### config.mk
export PLATFORM = sky130hd
export DESIGN_NAME = conv_sched
export DESIGN_NICKNAME = d
export VERILOG_FILES = /design/src/rtl/conv_pkg.sv /design/src/rtl/conv_addr_gen.sv /design/src/rtl/conv_sched.sv
export SDC_FILE = /design/constraint.sdc
export NUM_CORES = 1
export LEC_CHECK = 0
export ABC_AREA = 1
export BUFFER_PORTS_ARGS = -buffer_cell sky130_fd_sc_hd__buf_2
export CAP_MARGIN = 10
export CORE_MARGIN = 8
export CORE_UTILIZATION = 35
export DETAILED_ROUTE_END_ITERATION = 10
export GPL_ROUTABILITY_DRIVEN = 0
export PLACE_DENSITY = 0.6
export SYNTH_ARGS = -nofsm -noshare
export SYNTH_HDL_FRONTEND = slang
export SYNTH_SLANG_ARGS = --single-unit
### constraint.sdc
create_clock -name clk -period 2.9 [get_ports clk]
set_input_delay 0.145 -clock clk [delete_from_list [all_inputs] [get_ports clk]]
set_output_delay 0.145 -clock clk [all_outputs]
set_load 0.01 [all_outputs]
### src/rtl/conv_pkg.sv
// Shared definitions for the convolution scheduler: FSM states and the
// address-width helper also used by the buffer modules.
package conv_pkg;

  typedef enum logic [1:0] {
    IDLE  = 2'd0,
    RUN   = 2'd1,
    DRAIN = 2'd2,
    DONE  = 2'd3
  } conv_state_t;

  // Width needed to address `depth` entries, never less than one bit.
  function automatic int addr_w(input int depth);
    return (depth <= 2) ? 1 : $clog2(depth);
  endfunction

endpackage

### src/rtl/conv_addr_gen.sv
// Five nested tap counters (j fastest .. c slowest) and the buffer address
// arithmetic for the current tap.
module conv_addr_gen
  import conv_pkg::*;
#(
  parameter int I_SIZE     = 8,
  parameter int K_SIZE     = 3,
  parameter int K_CHANNELS = 1,
  localparam int O_SIZE = I_SIZE - K_SIZE + 1,
  localparam int IA_W   = addr_w(I_SIZE * I_SIZE * K_CHANNELS),
  localparam int WA_W   = addr_w(K_SIZE * K_SIZE * K_CHANNELS),
  localparam int RA_W   = addr_w(O_SIZE * O_SIZE * K_CHANNELS)
) (
  input  logic            clk,
  input  logic            rstn,
  input  logic            clr,
  input  logic            adv,
  output logic [IA_W-1:0] i_addr,
  output logic [WA_W-1:0] w_addr,
  output logic [RA_W-1:0] r_addr,
  output logic            tap_first,
  output logic            tap_last_win,
  output logic            tap_last_all
);

  localparam int KW = addr_w(K_SIZE);
  localparam int OW = addr_w(O_SIZE);
  localparam int CW = addr_w(K_CHANNELS);

  logic [KW-1:0] j, i;
  logic [OW-1:0] x, r;
  logic [CW-1:0] c;
  logic          wrap_j, wrap_i, wrap_x, wrap_r, wrap_c;

  assign wrap_j = (j == KW'(K_SIZE - 1));
  assign wrap_i = (i == KW'(K_SIZE - 1));
  assign wrap_x = (x == OW'(O_SIZE - 1));
  assign wrap_r = (r == OW'(O_SIZE - 1));
  assign wrap_c = (c == CW'(K_CHANNELS - 1));

  always_ff @(posedge clk or negedge rstn) begin
    if (!rstn) begin
      j <= '0; i <= '0; x <= '0; r <= '0; c <= '0;
    end else if (clr) begin
      j <= '0; i <= '0; x <= '0; r <= '0; c <= '0;
    end else if (adv) begin
      j <= wrap_j ? '0 : j + 1'b1;
      if (wrap_j)
        i <= wrap_i ? '0 : i + 1'b1;
      if (wrap_j && wrap_i)
        x <= wrap_x ? '0 : x + 1'b1;
      if (wrap_j && wrap_i && wrap_x)
        r <= wrap_r ? '0 : r + 1'b1;
      if (wrap_j && wrap_i && wrap_x && wrap_r)
        c <= wrap_c ? '0 : c + 1'b1;
    end
  end

  assign i_addr = IA_W'(c) * IA_W'(I_SIZE * I_SIZE)
                + (IA_W'(r) + IA_W'(i)) * IA_W'(I_SIZE)
                + IA_W'(x) + IA_W'(j);
  assign w_addr = WA_W'(c) * WA_W'(K_SIZE * K_SIZE)
                + WA_W'(i) * WA_W'(K_SIZE) + WA_W'(j);
  assign r_addr = RA_W'(c) * RA_W'(O_SIZE * O_SIZE)
                + RA_W'(r) * RA_W'(O_SIZE) + RA_W'(x);

  assign tap_first    = (i == '0) && (j == '0);
  assign tap_last_win = wrap_i && wrap_j;
  assign tap_last_all = tap_last_win && wrap_x && wrap_r && wrap_c;

endmodule

### src/rtl/conv_sched.sv
// Depthwise convolution scheduler: sequences buffer reads, MAC control and
// result writes, with a two-stage pipeline matching the one-cycle read latency.
module conv_sched
  import conv_pkg::*;
#(
  parameter int I_SIZE     = 8,
  parameter int K_SIZE     = 3,
  parameter int K_CHANNELS = 1,
  localparam int O_SIZE = I_SIZE - K_SIZE + 1,
  localparam int IA_W   = addr_w(I_SIZE * I_SIZE * K_CHANNELS),
  localparam int WA_W   = addr_w(K_SIZE * K_SIZE * K_CHANNELS),
  localparam int RA_W   = addr_w(O_SIZE * O_SIZE * K_CHANNELS)
) (
  input  logic            clk,
  input  logic            rstn,
  input  logic            conv_en,
  output logic            i_rd_en,
  output logic [IA_W-1:0] i_addr,
  output logic            w_rd_en,
  output logic [WA_W-1:0] w_addr,
  output logic            acc_clr,
  output logic            acc_en,
  output logic            r_wr_en,
  output logic [RA_W-1:0] r_addr,
  output logic            conv_done
);

  conv_state_t     state, state_nxt;
  logic            issue;
  logic [IA_W-1:0] gen_i_addr;
  logic [WA_W-1:0] gen_w_addr;
  logic [RA_W-1:0] gen_r_addr;
  logic            tap_first, tap_last_win, tap_last_all;

  // Pipeline: stage 0 = issue cycle, stage 1 = read data back, stage 2 = write.
  logic            first_s0, win_s0, win_s1, fin_s0, fin_s1, fin_s2;
  logic [RA_W-1:0] ra_s0, ra_s1;

  conv_addr_gen #(
    .I_SIZE     (I_SIZE),
    .K_SIZE     (K_SIZE),
    .K_CHANNELS (K_CHANNELS)
  ) u_addr_gen (
    .clk          (clk),
    .rstn         (rstn),
    .clr          (state == IDLE),
    .adv          (issue),
    .i_addr       (gen_i_addr),
    .w_addr       (gen_w_addr),
    .r_addr       (gen_r_addr),
    .tap_first    (tap_first),
    .tap_last_win (tap_last_win),
    .tap_last_all (tap_last_all)
  );

  always_ff @(posedge clk or negedge rstn) begin
    if (!rstn) state <= IDLE;
    else       state <= state_nxt;
  end

  always_comb begin
    state_nxt = state;
    issue     = 1'b0;
    case (state)
      IDLE:  if (conv_en) state_nxt = RUN;
      RUN: begin
        if (conv_en) begin
          issue = 1'b1;
          if (tap_last_all) state_nxt = DRAIN;
        end
      end
      DRAIN: if (fin_s2) state_nxt = DONE;
      DONE:  if (!conv_en) state_nxt = IDLE;
      default: state_nxt = IDLE;
    endcase
  end

  always_ff @(posedge clk or negedge rstn) begin
    if (!rstn) begin
      i_rd_en  <= 1'b0;
      w_rd_en  <= 1'b0;
      i_addr   <= '0;
      w_addr   <= '0;
      first_s0 <= 1'b0;
      win_s0   <= 1'b0;
      fin_s0   <= 1'b0;
      ra_s0    <= '0;
      acc_en   <= 1'b0;
      acc_clr  <= 1'b0;
      win_s1   <= 1'b0;
      fin_s1   <= 1'b0;
      ra_s1    <= '0;
      r_wr_en  <= 1'b0;
      fin_s2   <= 1'b0;
      r_addr   <= '0;
    end else begin
      i_rd_en  <= issue;
      w_rd_en  <= issue;
      first_s0 <= issue && tap_first;
      win_s0   <= issue && tap_last_win;
      fin_s0   <= issue && tap_last_all;
      if (issue) begin
        i_addr <= gen_i_addr;
        w_addr <= gen_w_addr;
      end
      if (issue && tap_last_win)
        ra_s0 <= gen_r_addr;

      acc_en  <= i_rd_en;
      acc_clr <= i_rd_en && first_s0;
      win_s1  <= win_s0;
      fin_s1  <= fin_s0;
      if (win_s0)
        ra_s1 <= ra_s0;

      r_wr_en <= win_s1;
      fin_s2  <= fin_s1;
      if (win_s1)
        r_addr <= ra_s1;
    end
  end

  assign conv_done = (state == DONE);

endmodule

* Yosys cells after proc, flatten, opt, wreduce, memory -nomap -nowiden
Cells that the tools add are included.
W data, S select, Z words.
** Word-level totals
- Flip-flop bits (word level) :: 51
- Input bits :: 3
- Output and inout bits :: 22
- Word-level logic and storage cells :: 99
** Cells by class
- Add/subtract/negate cells :: 12
- Multiply operators :: 4
- Equality and inequality tests :: 12
- Multiplexer cells :: 27
- Bitwise logic cells :: 1
- Reduce and logical (&&, ||, !) cells :: 22
** Operators with widths (count)
- $mux W2 :: 12
- $mux W3 :: 8
- $add A6 B3 Y6 :: 2
- $ne A2 B2 Y1 const B :: 5
- $reduce_bool A2 Y1 :: 5
- $logic_and A1 B1 Y1 :: 9
- $eq A2 B2 Y1 const B :: 4
- $mul A1 B4 Y4 const B :: 2
- $pmux W2 S4 :: 1
- $reduce_and A2 Y1 :: 4
- $add A3 B1 Y3 const B :: 2
- $add A6 B2 Y6 :: 1
- $add A6 B6 Y6 :: 1
- $eq A3 B3 Y1 const B :: 2
- $logic_not A2 Y1 :: 3
- $mux W1 :: 6
- $mul A3 B2 Y5 const B :: 1
- $reduce_and A5 Y1 :: 1
- $add A2 B1 Y2 const B :: 2
- $add A4 B2 Y4 :: 1
- $add A4 B4 Y4 :: 1
- $mul A2 B2 Y4 const B :: 1
- $add A3 B2 Y3 :: 1
- $eq A2 B1 Y1 const B :: 1
- other kinds (2) :: 2

* Logic depth before layout (Yosys ltp)
- Word-level depth :: 8
- Gate-level depth with buffers :: 10

* Cells and area by module
From an unflattened synthesis, not the netlist that was laid out.
** Second synthesis, totals
- Cell total of the unflattened synthesis :: 286
- Area, all modules :: 2636.3 um2
** By module, submodules not included
- conv_sched :: instances 1, cells an instance 159, area each 1549.0 um2
- conv_addr_gen :: instances 1, cells an instance 127, area each 1087.3 um2

* Worst setup path before layout
Ideal clock, no wire load.
- Path type :: register to register
- Start :: register u_addr_gen.r[1]
- End :: register ra_s0[4]
- Library setup time :: 0.116 ns
- Arrival :: 1.894 ns
- Required time :: 2.784 ns
- Path slack :: 0.889 ns
- Stages on the path, launching flop included :: 10
- Path buffers :: 0
- Clock period less this slack :: 2.011 ns
- Cell sequence :: dfrtp_1 -> inv_1 -> ha_1 -> inv_1 -> ha_1 -> ha_1 -> fa_1 -> xor2_1 -> nand2_1 -> nand2_1
** On the way
- Longest elaborated chain between the ends :: 3
** Ends and longest elaborated chain
- start: declaration :: RTL line conv_addr_gen.sv:31 : logic [OW-1:0] x, r;
- start signal: assignment :: RTL line conv_addr_gen.sv:53 : r <= wrap_r ? '0 : r + 1'b1;
- $mul A3 B2 Y5 :: RTL line conv_addr_gen.sv:65 : + RA_W'(r) * RA_W'(O_SIZE) + RA_W'(x);
- $add A6 B6 Y6 :: RTL line conv_addr_gen.sv:65
- $add A6 B3 Y6 :: RTL line conv_addr_gen.sv:65
- end signal: assignment :: RTL line conv_sched.sv:107 : ra_s0 <= gen_r_addr;
- end: declaration :: RTL line conv_sched.sv:37 : logic [RA_W-1:0] ra_s0, ra_s1;
No other way between the ends.
A chain may end at the register's enable or synchronous reset.

* Final worst setup path
Ends and elaborated chain as after synthesis.

==> flow_summary.json <==
{
  "hold_depth": 5,
  "cts_hold_buffers": 0,
  "relSlewSlack_pct": 74.5,
  "cts_tree": "yes",
  "clkSlewWorstSetupHoldPaths_ps": 90,
  "status": "complete, no violations",
  "seq_area_sq_um": 1250,
  "drv_slew": 0,
  "ir_drop_mv": 0.247,
  "fill_cells": 733,
  "rows": 31,
  "grt-ovfl-total": 0,
  "cts_setup_buffers": 0,
  "multi_input_area_sq_um": 1100,
  "finalWirelength_microns": 4340,
  "fin_setup_tns_ps": 0,
  "maxCapViolCount": 0,
  "vias": 1769,
  "drc": 0,
  "synth_mux_area_share_pct": 0,
  "dieHeight_microns": 101,
  "fmax_ghz": 0.464,
  "crit_type": "reg -> reg",
  "cp-end-kind": "register",
  "finalHoldViolCount": 0,
  "antenna_found_initial": 0,
  "cts-buffers-inserted": 5,
  "core_area_sq_um": 7140,
  "avgSynthCellArea_sq_um": 9.13,
  "worst_slew_pin_slew_ps": 383,
  "whs_endpoint": "fin_s0",
  "reg2reg_from": "u_addr_gen.r[1]",
  "grt_util_all_layers_pct": 9.62,
  "io_buffer_count": 24,
  "ys_seq_area_share_pct": 49.5,
  "syn_nets": 309,
  "clock_latency_ps": 300,
  "ys_ff_latch": 50,
  "path_max_fanout": 4,
  "synth_top_family_by_area": "simple AND/OR/NAND/NOR gates",
  "dr.pass1.iters": 5,
  "arrival_ps": 2360,
  "rrSetupSlack_ps": 740,
  "initial_core_util_pct": 35.4,
  "netlist_area_sq_um": 2530,
  "synthSimpleGateAreaFrac_pct": 19.5,
  "rr_endpoint": "ra_s0[4]",
  "grt_max_degree": 51,
  "hp-start": "conv_en",
  "p_leak_nw": 1.58,
  "diodes": 0,
  "hold_ws_ps": 239,
  "period_share_pct": 74.4,
  "rsz0062_at_grt": "no",
  "cts_resized": 0,
  "via_per_inst": 4.39,
  "drtIter0Drc": 71,
  "required_ps": 3100,
  "synth_cell_types": 25,
  "cp-start-kind": "register",
  "r2r_cells": 9,
  "final_layout_size_suffix_gt1_share_pct": 13.5,
  "ios": 25,
  "layout_min_cycle_time_ps": 2160,
  "setup_viol_count_final": 0,
  "htree_levels": 2,
  "hold_path.class": "in -> reg",
  "synthXorXnorAreaFrac_pct": 1.38,
  "nets": 335,
  "fp.dieArea_sq_um": 10200,
  "wire_per_inst_microns": 10.8,
  "grt_pass1_vias": 1745,
  "hpwl_microns": 3190,
  "clk_path_buf_depth": 2,
  "synthCells": 277,
  "grt_first_pass_wirelength_microns": 7870,
  "yosys_warnings": 0,
  "clock_skew_ps": 9.47,
  "areaGrowthSynthToFinish_pct": 13.7,
  "synth_compound_area_share_pct": 6.68,
  "synthAdderAreaFrac_pct": 15.8,
  "die_x_microns": 101,
  "cts_sinks": 50,
  "cts_root_buf": "clkbuf_8",
  "route.antenna.remaining_nets": 0,
  "p_per_area_nw_per_um2": 679
}
[worst max path at each step]
stage	end	slack [ps]	depth (start not counted)	from
final	ra_s0[4]	740	9	u_addr_gen.r[1]
after global routing	ra_s0[4]	630	9	u_addr_gen.r[1]
after CTS	ra_s0[4]	710	9	u_addr_gen.r[1]
after detailed placement	ra_s0[4]	770	9	u_addr_gen.r[1]
after global placement	ra_s0[4]	830	9	u_addr_gen.r[1]
after floorplan	ra_s0[4]	890	9	u_addr_gen.r[1]
[per-layer routing]
metal,GRT usage (%),vias to the layer above,share of wire [%]
met2,14.4,28,42
met1,12.6,820,51
met4,4.12,0,1.7
met3,2.83,4,5.1
met5,0,-,0
li1,-,917,-
[flip-flops by register name, summed over array words and instances, names as in the netlist, 2 cells and up]
| name | cells |
|---|---|
| ra_s1 | 6 |
| r_addr | 6 |
| ra_s0 | 6 |
| u_addr_gen.x | 3 |
| i_addr | 6 |
| u_addr_gen.i | 2 |
| u_addr_gen.j | 2 |
| w_addr | 4 |
| state | 2 |
| u_addr_gen.r | 3 |
[worst max-delay path, stage by stage, from the launching register on]
cell and delay (ps):
dfrtp_1 420, inv_1 160, ha_1 260, inv_1 80, ha_1 230, ha_1 230
fa_1 390, xor2_1 180, nand2_1 70, nand2_1 40
[cell usage in the layout (no fill, tap or decap)]
master	instances
bufinv_16	1
nand2_2	4
a21oi_1	8
buf_2	24
nand4_1	2
clkbuf_8	5
inv_1	35
nand3_1	16
buf_12	1
dfrtp_1	50
clkinv_2	1
or2_2	1
o21ai_0	15
nor2_2	1
a31oi_1	1
nand2_1	77
nor2_4	1
nand3b_1	1
clkinv_4	1
inv_6	1
o21ai_1	8
dlygate4sd3_1	1
ha_1	24
xor2_1	2
xnor2_1	2
nor2_1	15
a21o_1	1
fa_1	5
[logic make-up after synthesis]
family | after synthesis
AOI/OAI and AO/OA | 33
xor gates and xnor gates | 4
adders and majority gates | 29
buffers and inverters | 43
DFF | 50
and+or+nand+nor | 118
[cell type report]
class | count | share of cell area, %
sequential | 50 | 43.5
clock inverter | 3 | 1.52
multi-input combinational | 184 | 38.2
inverter | 36 | 4.87
tap | 99 | 4.31
timing repair buffer | 26 | 5.22
clock buffer | 5 | 2.39
[cell usage after synthesis]
cell	number	area share (%)
a21o_1	1	0.30
buf_2	2	0.40
buf_4	1	0.30
o21ai_1	8	1.6
ha_1	24	12
nand2_2	4	0.99
nand3_1	16	3.2
clkbuf_1	3	0.45
xnor2_1	2	0.69
nor2_1	15	2.2
nand3b_1	1	0.30
fa_1	5	4.0
xor2_1	2	0.69
inv_1	35	5.2
nand2_1	77	11
dfrtp_1	50	49
buf_6	1	0.45
clkinv_4	1	0.35
nand4_1	2	0.49
nor2_4	1	0.45
a21oi_1	8	1.6
nor2_2	1	0.25
or2_2	1	0.25
o21ai_0	15	3.0
a31oi_1	1	0.25
[metrics by stage]
| step | setup WS (ps) | cell area (sq um) | utilization, % | std cells | total power [mW] |
|---|---|---|---|---|---|
| after floorplan | 889 | 2530 | - | 277 | 1.30 |
| after global placement | 829 | 2730 | 38.3 | 393 | 1.46 |
| after detailed placement | 768 | 2730 | 38.3 | 393 | 1.48 |
| after CTS | 714 | 2850 | 39.9 | 401 | 1.98 |
| after global routing | 631 | 2880 | 40.3 | 403 | 2.13 |
| final | 743 | 2880 | 40.3 | 403 | 1.95 |
[where the power goes]
group	switching (mW)	internal, mW	leakage, nW	total [mW]
logic	0.390	0.215	0.831	0.606
clock network	0.239	0.259	0.0585	0.498
registers	0.0704	0.779	0.686	0.850
total	0.700	1.25	1.58	1.95
(Power assumes the default switching activity.)
